--- src/rtl/uart_imem_loader.sv ---
`default_nettype none
// ============================================================================
// Module   : uart_imem_loader
// Purpose  : UART (8N1) boot loader. Receives "A5 cnt_lo cnt_hi data... chk",
//            writes little-endian 32-bit words into instruction memory and
//            releases the core reset only after the XOR checksum matches.
// Revision : 1.0 - initial release
// ============================================================================
module uart_imem_loader #(
   parameter int         CLKS_PER_BIT = 234,
   parameter int         MEM_WORDS    = 32,
   parameter logic [7:0] CMD_LOAD     = 8'hA5
) (
   input  logic        clk,
   input  logic        rst,
   input  logic        uart_rx,
   output logic        mem_we,
   output logic [31:0] mem_addr,
   output logic [31:0] mem_wdata,
   output logic        cpu_rst_n,
   output logic        busy,
   output logic        load_err
);

   localparam int            CW      = $clog2(CLKS_PER_BIT + 1);
   localparam logic [CW-1:0] HALF_M1 = CW'(CLKS_PER_BIT / 2 - 1);
   localparam logic [CW-1:0] FULL_M1 = CW'(CLKS_PER_BIT - 1);
   localparam logic [CW-1:0] CNT_ONE = CW'(1);
   localparam logic [15:0]   MAX_CNT = 16'(MEM_WORDS);

   typedef enum logic [1:0] {
      RX_IDLE  = 2'd0,
      RX_START = 2'd1,
      RX_DATA  = 2'd2,
      RX_STOP  = 2'd3
   } rx_state_t;

   typedef enum logic [2:0] {
      L_IDLE   = 3'd0,
      L_CNT_LO = 3'd1,
      L_CNT_HI = 3'd2,
      L_DATA   = 3'd3,
      L_CHK    = 3'd4,
      L_RUN    = 3'd5,
      L_ERR    = 3'd6
   } ld_state_t;

   // ------------------------------------------------------------------
   // Receiver state
   // ------------------------------------------------------------------
   logic            rx_meta_q, rx_sync_q, rx_prev_q;
   rx_state_t       rx_state_q, rx_state_d;
   logic [CW-1:0]   clk_cnt_q,  clk_cnt_d;
   logic [2:0]      bit_cnt_q,  bit_cnt_d;
   logic [7:0]      shift_q,    shift_d;
   logic            rx_valid_q, rx_valid_d;
   logic [7:0]      rx_byte_q,  rx_byte_d;

   // 2-FF synchronizer plus a delayed copy for falling-edge detection
   always_ff @(posedge clk or posedge rst) begin
      if (rst) begin
         rx_meta_q <= 1'b1;
         rx_sync_q <= 1'b1;
         rx_prev_q <= 1'b1;
      end else begin
         rx_meta_q <= uart_rx;
         rx_sync_q <= rx_meta_q;
         rx_prev_q <= rx_sync_q;
      end
   end

   // Receiver next-state: mid-bit sampling, glitch reject, framing check
   always_comb begin
      rx_state_d = rx_state_q;
      clk_cnt_d  = clk_cnt_q;
      bit_cnt_d  = bit_cnt_q;
      shift_d    = shift_q;
      rx_valid_d = 1'b0;
      rx_byte_d  = rx_byte_q;
      case (rx_state_q)
         RX_IDLE: begin
            // Edge detect (not level) so a low line left by a framing error
            // does not immediately start another frame.
            if (rx_prev_q && !rx_sync_q) begin
               rx_state_d = RX_START;
               clk_cnt_d  = '0;
            end
         end
         RX_START: begin
            if (clk_cnt_q == HALF_M1) begin
               clk_cnt_d = '0;
               if (rx_sync_q) begin
                  rx_state_d = RX_IDLE;
               end else begin
                  rx_state_d = RX_DATA;
                  bit_cnt_d  = 3'd0;
               end
            end else begin
               clk_cnt_d = clk_cnt_q + CNT_ONE;
            end
         end
         RX_DATA: begin
            if (clk_cnt_q == FULL_M1) begin
               clk_cnt_d = '0;
               shift_d   = {rx_sync_q, shift_q[7:1]};
               if (bit_cnt_q == 3'd7) begin
                  rx_state_d = RX_STOP;
               end else begin
                  bit_cnt_d = bit_cnt_q + 3'd1;
               end
            end else begin
               clk_cnt_d = clk_cnt_q + CNT_ONE;
            end
         end
         RX_STOP: begin
            if (clk_cnt_q == FULL_M1) begin
               clk_cnt_d  = '0;
               rx_state_d = RX_IDLE;
               if (rx_sync_q) begin
                  rx_valid_d = 1'b1;
                  rx_byte_d  = shift_q;
               end
            end else begin
               clk_cnt_d = clk_cnt_q + CNT_ONE;
            end
         end
         default: rx_state_d = RX_IDLE;
      endcase
   end

   // Receiver registers
   always_ff @(posedge clk or posedge rst) begin
      if (rst) begin
         rx_state_q <= RX_IDLE;
         clk_cnt_q  <= '0;
         bit_cnt_q  <= 3'd0;
         shift_q    <= 8'h00;
         rx_valid_q <= 1'b0;
         rx_byte_q  <= 8'h00;
      end else begin
         rx_state_q <= rx_state_d;
         clk_cnt_q  <= clk_cnt_d;
         bit_cnt_q  <= bit_cnt_d;
         shift_q    <= shift_d;
         rx_valid_q <= rx_valid_d;
         rx_byte_q  <= rx_byte_d;
      end
   end

   // ------------------------------------------------------------------
   // Loader state
   // ------------------------------------------------------------------
   ld_state_t   ld_state_q,  ld_state_d;
   logic [15:0] count_q,     count_d;
   logic [15:0] word_idx_q,  word_idx_d;
   logic [1:0]  byte_idx_q,  byte_idx_d;
   logic [7:0]  chk_q,       chk_d;
   logic [23:0] wbuf_q,      wbuf_d;
   logic        mem_we_q,    mem_we_d;
   logic [31:0] mem_addr_q,  mem_addr_d;
   logic [31:0] mem_wdata_q, mem_wdata_d;
   logic        cpu_rst_n_q, cpu_rst_n_d;
   logic        busy_q,      busy_d;
   logic        load_err_q,  load_err_d;
   logic [15:0] count_full_w;

   assign count_full_w = {rx_byte_q, count_q[7:0]};

   // Loader next-state: command/count parse, word assembly, checksum verdict
   always_comb begin
      ld_state_d  = ld_state_q;
      count_d     = count_q;
      word_idx_d  = word_idx_q;
      byte_idx_d  = byte_idx_q;
      chk_d       = chk_q;
      wbuf_d      = wbuf_q;
      mem_we_d    = 1'b0;
      mem_addr_d  = mem_addr_q;
      mem_wdata_d = mem_wdata_q;
      if (rx_valid_q) begin
         case (ld_state_q)
            L_IDLE, L_RUN, L_ERR: begin
               if (rx_byte_q == CMD_LOAD) begin
                  ld_state_d = L_CNT_LO;
                  // Fresh accumulators so a zero-length load checks against 0.
                  word_idx_d = 16'd0;
                  byte_idx_d = 2'd0;
                  chk_d      = 8'h00;
               end
            end
            L_CNT_LO: begin
               count_d    = {8'h00, rx_byte_q};
               ld_state_d = L_CNT_HI;
            end
            L_CNT_HI: begin
               count_d    = count_full_w;
               word_idx_d = 16'd0;
               byte_idx_d = 2'd0;
               chk_d      = 8'h00;
               if (count_full_w > MAX_CNT) begin
                  ld_state_d = L_ERR;
               end else if (count_full_w == 16'd0) begin
                  ld_state_d = L_CHK;
               end else begin
                  ld_state_d = L_DATA;
               end
            end
            L_DATA: begin
               chk_d      = chk_q ^ rx_byte_q;
               byte_idx_d = byte_idx_q + 2'd1;
               case (byte_idx_q)
                  2'd0: wbuf_d[7:0]   = rx_byte_q;
                  2'd1: wbuf_d[15:8]  = rx_byte_q;
                  2'd2: wbuf_d[23:16] = rx_byte_q;
                  default: begin
                     mem_we_d    = 1'b1;
                     mem_addr_d  = {14'd0, word_idx_q, 2'b00};
                     mem_wdata_d = {rx_byte_q, wbuf_q};
                     word_idx_d  = word_idx_q + 16'd1;
                     if (word_idx_q + 16'd1 == count_q) begin
                        ld_state_d = L_CHK;
                     end
                  end
               endcase
            end
            L_CHK: begin
               ld_state_d = (rx_byte_q == chk_q) ? L_RUN : L_ERR;
            end
            default: ld_state_d = L_IDLE;
         endcase
      end
      // Status outputs follow the state being entered so they are aligned
      // with the registered state itself.
      cpu_rst_n_d = (ld_state_d == L_RUN);
      load_err_d  = (ld_state_d == L_ERR);
      busy_d      = !((ld_state_d == L_IDLE) || (ld_state_d == L_RUN) ||
                      (ld_state_d == L_ERR));
   end

   // Loader registers; reset aborts any load and holds the core in reset
   always_ff @(posedge clk or posedge rst) begin
      if (rst) begin
         ld_state_q  <= L_IDLE;
         count_q     <= 16'd0;
         word_idx_q  <= 16'd0;
         byte_idx_q  <= 2'd0;
         chk_q       <= 8'h00;
         wbuf_q      <= 24'd0;
         mem_we_q    <= 1'b0;
         mem_addr_q  <= 32'd0;
         mem_wdata_q <= 32'd0;
         cpu_rst_n_q <= 1'b0;
         busy_q      <= 1'b0;
         load_err_q  <= 1'b0;
      end else begin
         ld_state_q  <= ld_state_d;
         count_q     <= count_d;
         word_idx_q  <= word_idx_d;
         byte_idx_q  <= byte_idx_d;
         chk_q       <= chk_d;
         wbuf_q      <= wbuf_d;
         mem_we_q    <= mem_we_d;
         mem_addr_q  <= mem_addr_d;
         mem_wdata_q <= mem_wdata_d;
         cpu_rst_n_q <= cpu_rst_n_d;
         busy_q      <= busy_d;
         load_err_q  <= load_err_d;
      end
   end

   assign mem_we    = mem_we_q;
   assign mem_addr  = mem_addr_q;
   assign mem_wdata = mem_wdata_q;
   assign cpu_rst_n = cpu_rst_n_q;
   assign busy      = busy_q;
   assign load_err  = load_err_q;

endmodule
`default_nettype wire

--- config.mk ---
export PLATFORM = sky130hd
export DESIGN_NAME = uart_imem_loader
export DESIGN_NICKNAME = d
export VERILOG_FILES = /design/src/rtl/uart_imem_loader.sv
export SDC_FILE = /design/constraint.sdc
export NUM_CORES = 1
export LEC_CHECK = 0
export CELL_PAD_IN_SITES_DETAIL_PLACEMENT = 1
export CELL_PAD_IN_SITES_GLOBAL_PLACEMENT = 1
export CORE_ASPECT_RATIO = 1.4
export CORE_MARGIN = 4
export CORE_UTILIZATION = 35
export CTS_BUF_LIST = sky130_fd_sc_hd__clkbuf_2 sky130_fd_sc_hd__clkbuf_4 sky130_fd_sc_hd__clkbuf_8
export CTS_CLUSTER_SIZE = 12
export DETAILED_ROUTE_END_ITERATION = 7
export PLACE_DENSITY_LB_ADDON = 0.1
export SLEW_MARGIN = 20
export SYNTH_ARGS = -nofsm -noshare
export SYNTH_HDL_FRONTEND = slang
export SYNTH_SLANG_ARGS = --single-unit
export TNS_END_PERCENT = 100
--- constraint.sdc ---
create_clock -name clk -period 6.2 [get_ports clk]
set_clock_uncertainty 0.05 [all_clocks]
set_input_delay 1.24 -clock clk [delete_from_list [all_inputs] [get_ports clk]]
set_output_delay 1.24 -clock clk [all_outputs]
set_load 0.05 [all_outputs]
==> flow_summary_export.csv <==
group,metric,value,unit
outcome,status,"complete, no violations",
synth,synth_largest_area_cell,"dfrtp_1",
floorplan,io_pins,71,
timing,period_needed,3.028,ns
placement,dp_slack,3.135,ns
setup_path,crit_family,"simple AND/OR/NAND/NOR gates",
floorplan,core,21130,um2
clocking,ctsLongestPathBuffers,2,
setup_path,required,6.48,ns
synth,netlist_top_cells_area,"dfrtp_1 (51%), nand2_1 (11%), mux2_2 (6.0%), o21ai_1 (2.5%), buf_4 (2.1%)",
placement,dp.cells,1053,
synth,netlist_area,7480,um2
timing,setup_violations,0,
clocking,hold_buffers,0,
cells_and_area,drive_above_1_share,11.52,%
drt,wl_met1,8.094,mm
clocking,cts-buffers-inserted,17,
global_route,overflow,0,
cells_and_area,fin_nets,825,
cells_and_area,antenna_cells,0,
synth,ys_warn_count,0,
worst_hold_path,min_path_type,"register to register",
clocking,cts_tree,"done",
clocking,path_clk_slew,0.09,ns
drt,met3_wirelength,473,um
setup_path,cp_slowest_cell,"dfrtp_1",
placement,hpwl,13.06,mm
clocking,clockRootBuffer,"clkbuf_8",
drt,wl_met2,10.01,mm
synth,synth-seq-area-share,51.57,%
synth,netlist.area_leader.share,50.52,%
cells_and_area,areaGrowthSynthToFinish,13.53,%
global_route,grt_pass1_wl,32.11,mm
cells_and_area,post_layout_nonfiller_instances,1085,
drt,drt_iter0_drc,264,
floorplan,dieWidth,131.6,um
floorplan,initial_utilization,35.41,%
setup_path,endpoint_kind,"register",
setup_path,worstSetupStartpoint,"word_idx_q[0]$_DFFE_PP0P_",
floorplan,die_h,181.0,um
setup_path,cp.arrival,3.30,ns
synth,syn_inst,786,
timing,rsz0062_at_grt,"false",
setup_path,path_class,"register to register",
drt,ant_nets,0,
synth,synth.distinct_cells,61,
clocking,cts_max_level,4,
timing,setup_tns,0,ns
drt,wl_per_cell,17.31,um
setup_path,crit_path_frequent_cell,"nand4_2",
synth,synthArstFlopShare,100.0,%
setup_path,crit_buf_inv,0,
synth,yosysMostFrequentCell,"nand2_1",
clocking,cts.sinks,154,
setup_path,cp-start-kind,"register",
job,timing.max_cap.violations,0,
timing,worst_slew_pin_slew,0.8891,ns
synth,synth_common_cells,"nand2_1 (222), dfrtp_1 (151), mux2_2 (40)",
timing,fmax,0.3303,GHz
drt,drc,0,
drt,viasPerCell,5.133,
drt,num_vias,5569,
synth,ys.flop_type,"dfrtp_1",
clocking,clk-insertion-delay-late,0.46,ns
synth,ys_ff_latch,154,
clocking,cts_setup_buffers,0,
floorplan,fp-row-count,63,
setup_path,cp_max_fo,9,
synth,synth-edff-count,0,
drt,drtPass1Iterations,4,
global_route,first_global_vias,6084,
drt,routed.top_layer,"met4",
placement,gp_congestion,0.8139,
timing,fin_crit_sh,48.84,%
timing,layout_setup_ws,3.172,ns
placement,port-buffer-count,54,
drt,drt_wl_total,18.78,mm
power,power.density,233.9,nW/um2
synth,avgSynthCellArea,9.516,um2
power,cellLeakagePower,4.092,nW
setup_path,worstReg2RegStart,"word_idx_q[0]$_DFFE_PP0P_",
clocking,cts_resized,0,
worst_hold_path,worstHoldStart,"rx_meta_q$_DFF_PP1_",
global_route,grt_max_degree,66,
power,ir_drop,0.1284,mV
timing,timing.slew.headroom,40.73,%
setup_path,critical-path-max-stage-delay,0.56,ns
floorplan,die_area,23810,um2
setup_path,path_cells,"ha_1 -> nand4_2 -> nor3_4 -> nand3b_2 -> a2111oi_4 -> nand4_2 -> o31ai_4 -> xor2_1 -> o211ai_1",
timing,finalHoldViolations,0,
global_route,track_usage,16.57,%
timing,drv_slew,0,
global_route,antenna_found_initial,0,
==> final timing paths <==
kind                                                   to  slack, ns  cells past startpoint
max in group asynchronous       word_idx_q[6]$_DFFE_PP0P_       3.83                      3
worst min-delay path                  rx_sync_q$_DFF_PP1_       0.31                      0
worst min register to register        rx_sync_q$_DFF_PP1_       0.31                      0
min in group asynchronous       mem_wdata[21]$_DFFE_PP0P_       1.10                      2
worst max register to register             busy$_DFF_PP0_       3.17                      9
worst max-delay path                       busy$_DFF_PP0_       3.17                      9
==> per-stage QoR <==
| stage | cell area [um2] | power (W) | hold WS (ns) | util [%] |
|---|---|---|---|---|
| floorplan | 7536 | 0.001207 | 0.2952 | - |
| global placement | 8098 | 0.001231 | 0.2974 | 38.33 |
| detailed placement | 8098 | 0.001243 | 0.2975 | 38.33 |
| CTS | 8492 | 0.002025 | 0.3124 | 40.20 |
| global route | 8492 | 0.002096 | 0.3207 | 40.20 |
| finish | 8492 | 0.001986 | 0.3108 | 40.20 |
==> kinds of logic (layout without fill, tap and decap cells) <==
logic type	Yosys count	in the layout	share of synthesized area [%]
XOR/XNOR	28	28	3.279
adder cells (fa/ha/maj)	10	10	1.673
buffers and inverters	83	107	5.453
AND/OR/NAND/NOR	348	348	21.71
multiplexers	41	41	6.156
AO/OA/AOI/OAI	121	121	10.10
flip-flops	154	154	51.57
other	1	16	0.05014
==> power by group <==
group	total, W	internal [W]	switching (W)	leakage, nW
Combinational	0.000149	0.0000458	0.000103	1.77
Sequential	0.00107	0.00103	0.0000386	2.13
Clock	0.000767	0.000339	0.000428	0.193
==> cell type report <==
cell class                 instances  area (um2)
clock buffer                      18       241.5
clock inverter                    14       152.6
fill                            2402       12630
inverter                          17       68.82
multi-input combinational        564        3276
sequential                       154        3857
tap                              260       325.3
timing repair buffer              58       570.5
==> cells in the final DEF, fill, tap and decap left out, types with 7 or more instances in the layout <==
| master | instances |
|---|---|
| ha_1 | 10 |
| xnor2_1 | 17 |
| clkdlybuf4s50_1 | 54 |
| nand3_1 | 7 |
| a21oi_1 | 15 |
| o21ai_1 | 37 |
| o31ai_1 | 7 |
| dfrtp_1 | 151 |
| conb_1 | 16 |
| nand2b_1 | 12 |
| and3_1 | 9 |
| nand4_1 | 12 |
| o21ai_0 | 31 |
| nand2_1 | 222 |
| xor2_1 | 11 |
| inv_1 | 13 |
| clkbuf_8 | 17 |
| nor2_1 | 34 |
| nor2b_1 | 15 |
| mux2_2 | 40 |
==> flip-flops by register name, indices dropped and copies added (netlist names), 2 cells and up, named ones only <==
register and cells:
rx_byte_q 8, chk_q 8, wbuf_q 24, count_q 16, shift_q 8, bit_cnt_q 3
mem_wdata 32, ld_state_q 3, byte_idx_q 2, mem_addr 16, word_idx_q 16, clk_cnt_q 8
==> routing by layer <==
metal | vias to the layer above | global-route usage (%)
met2 | 70 | 30.22
met3 | 15 | 3.287
met5 | - | 0
met1 | 2820 | 19.87
met4 | 0 | 4.414
li1 | 2664 | -
Power figures use the tool's default switching activity.
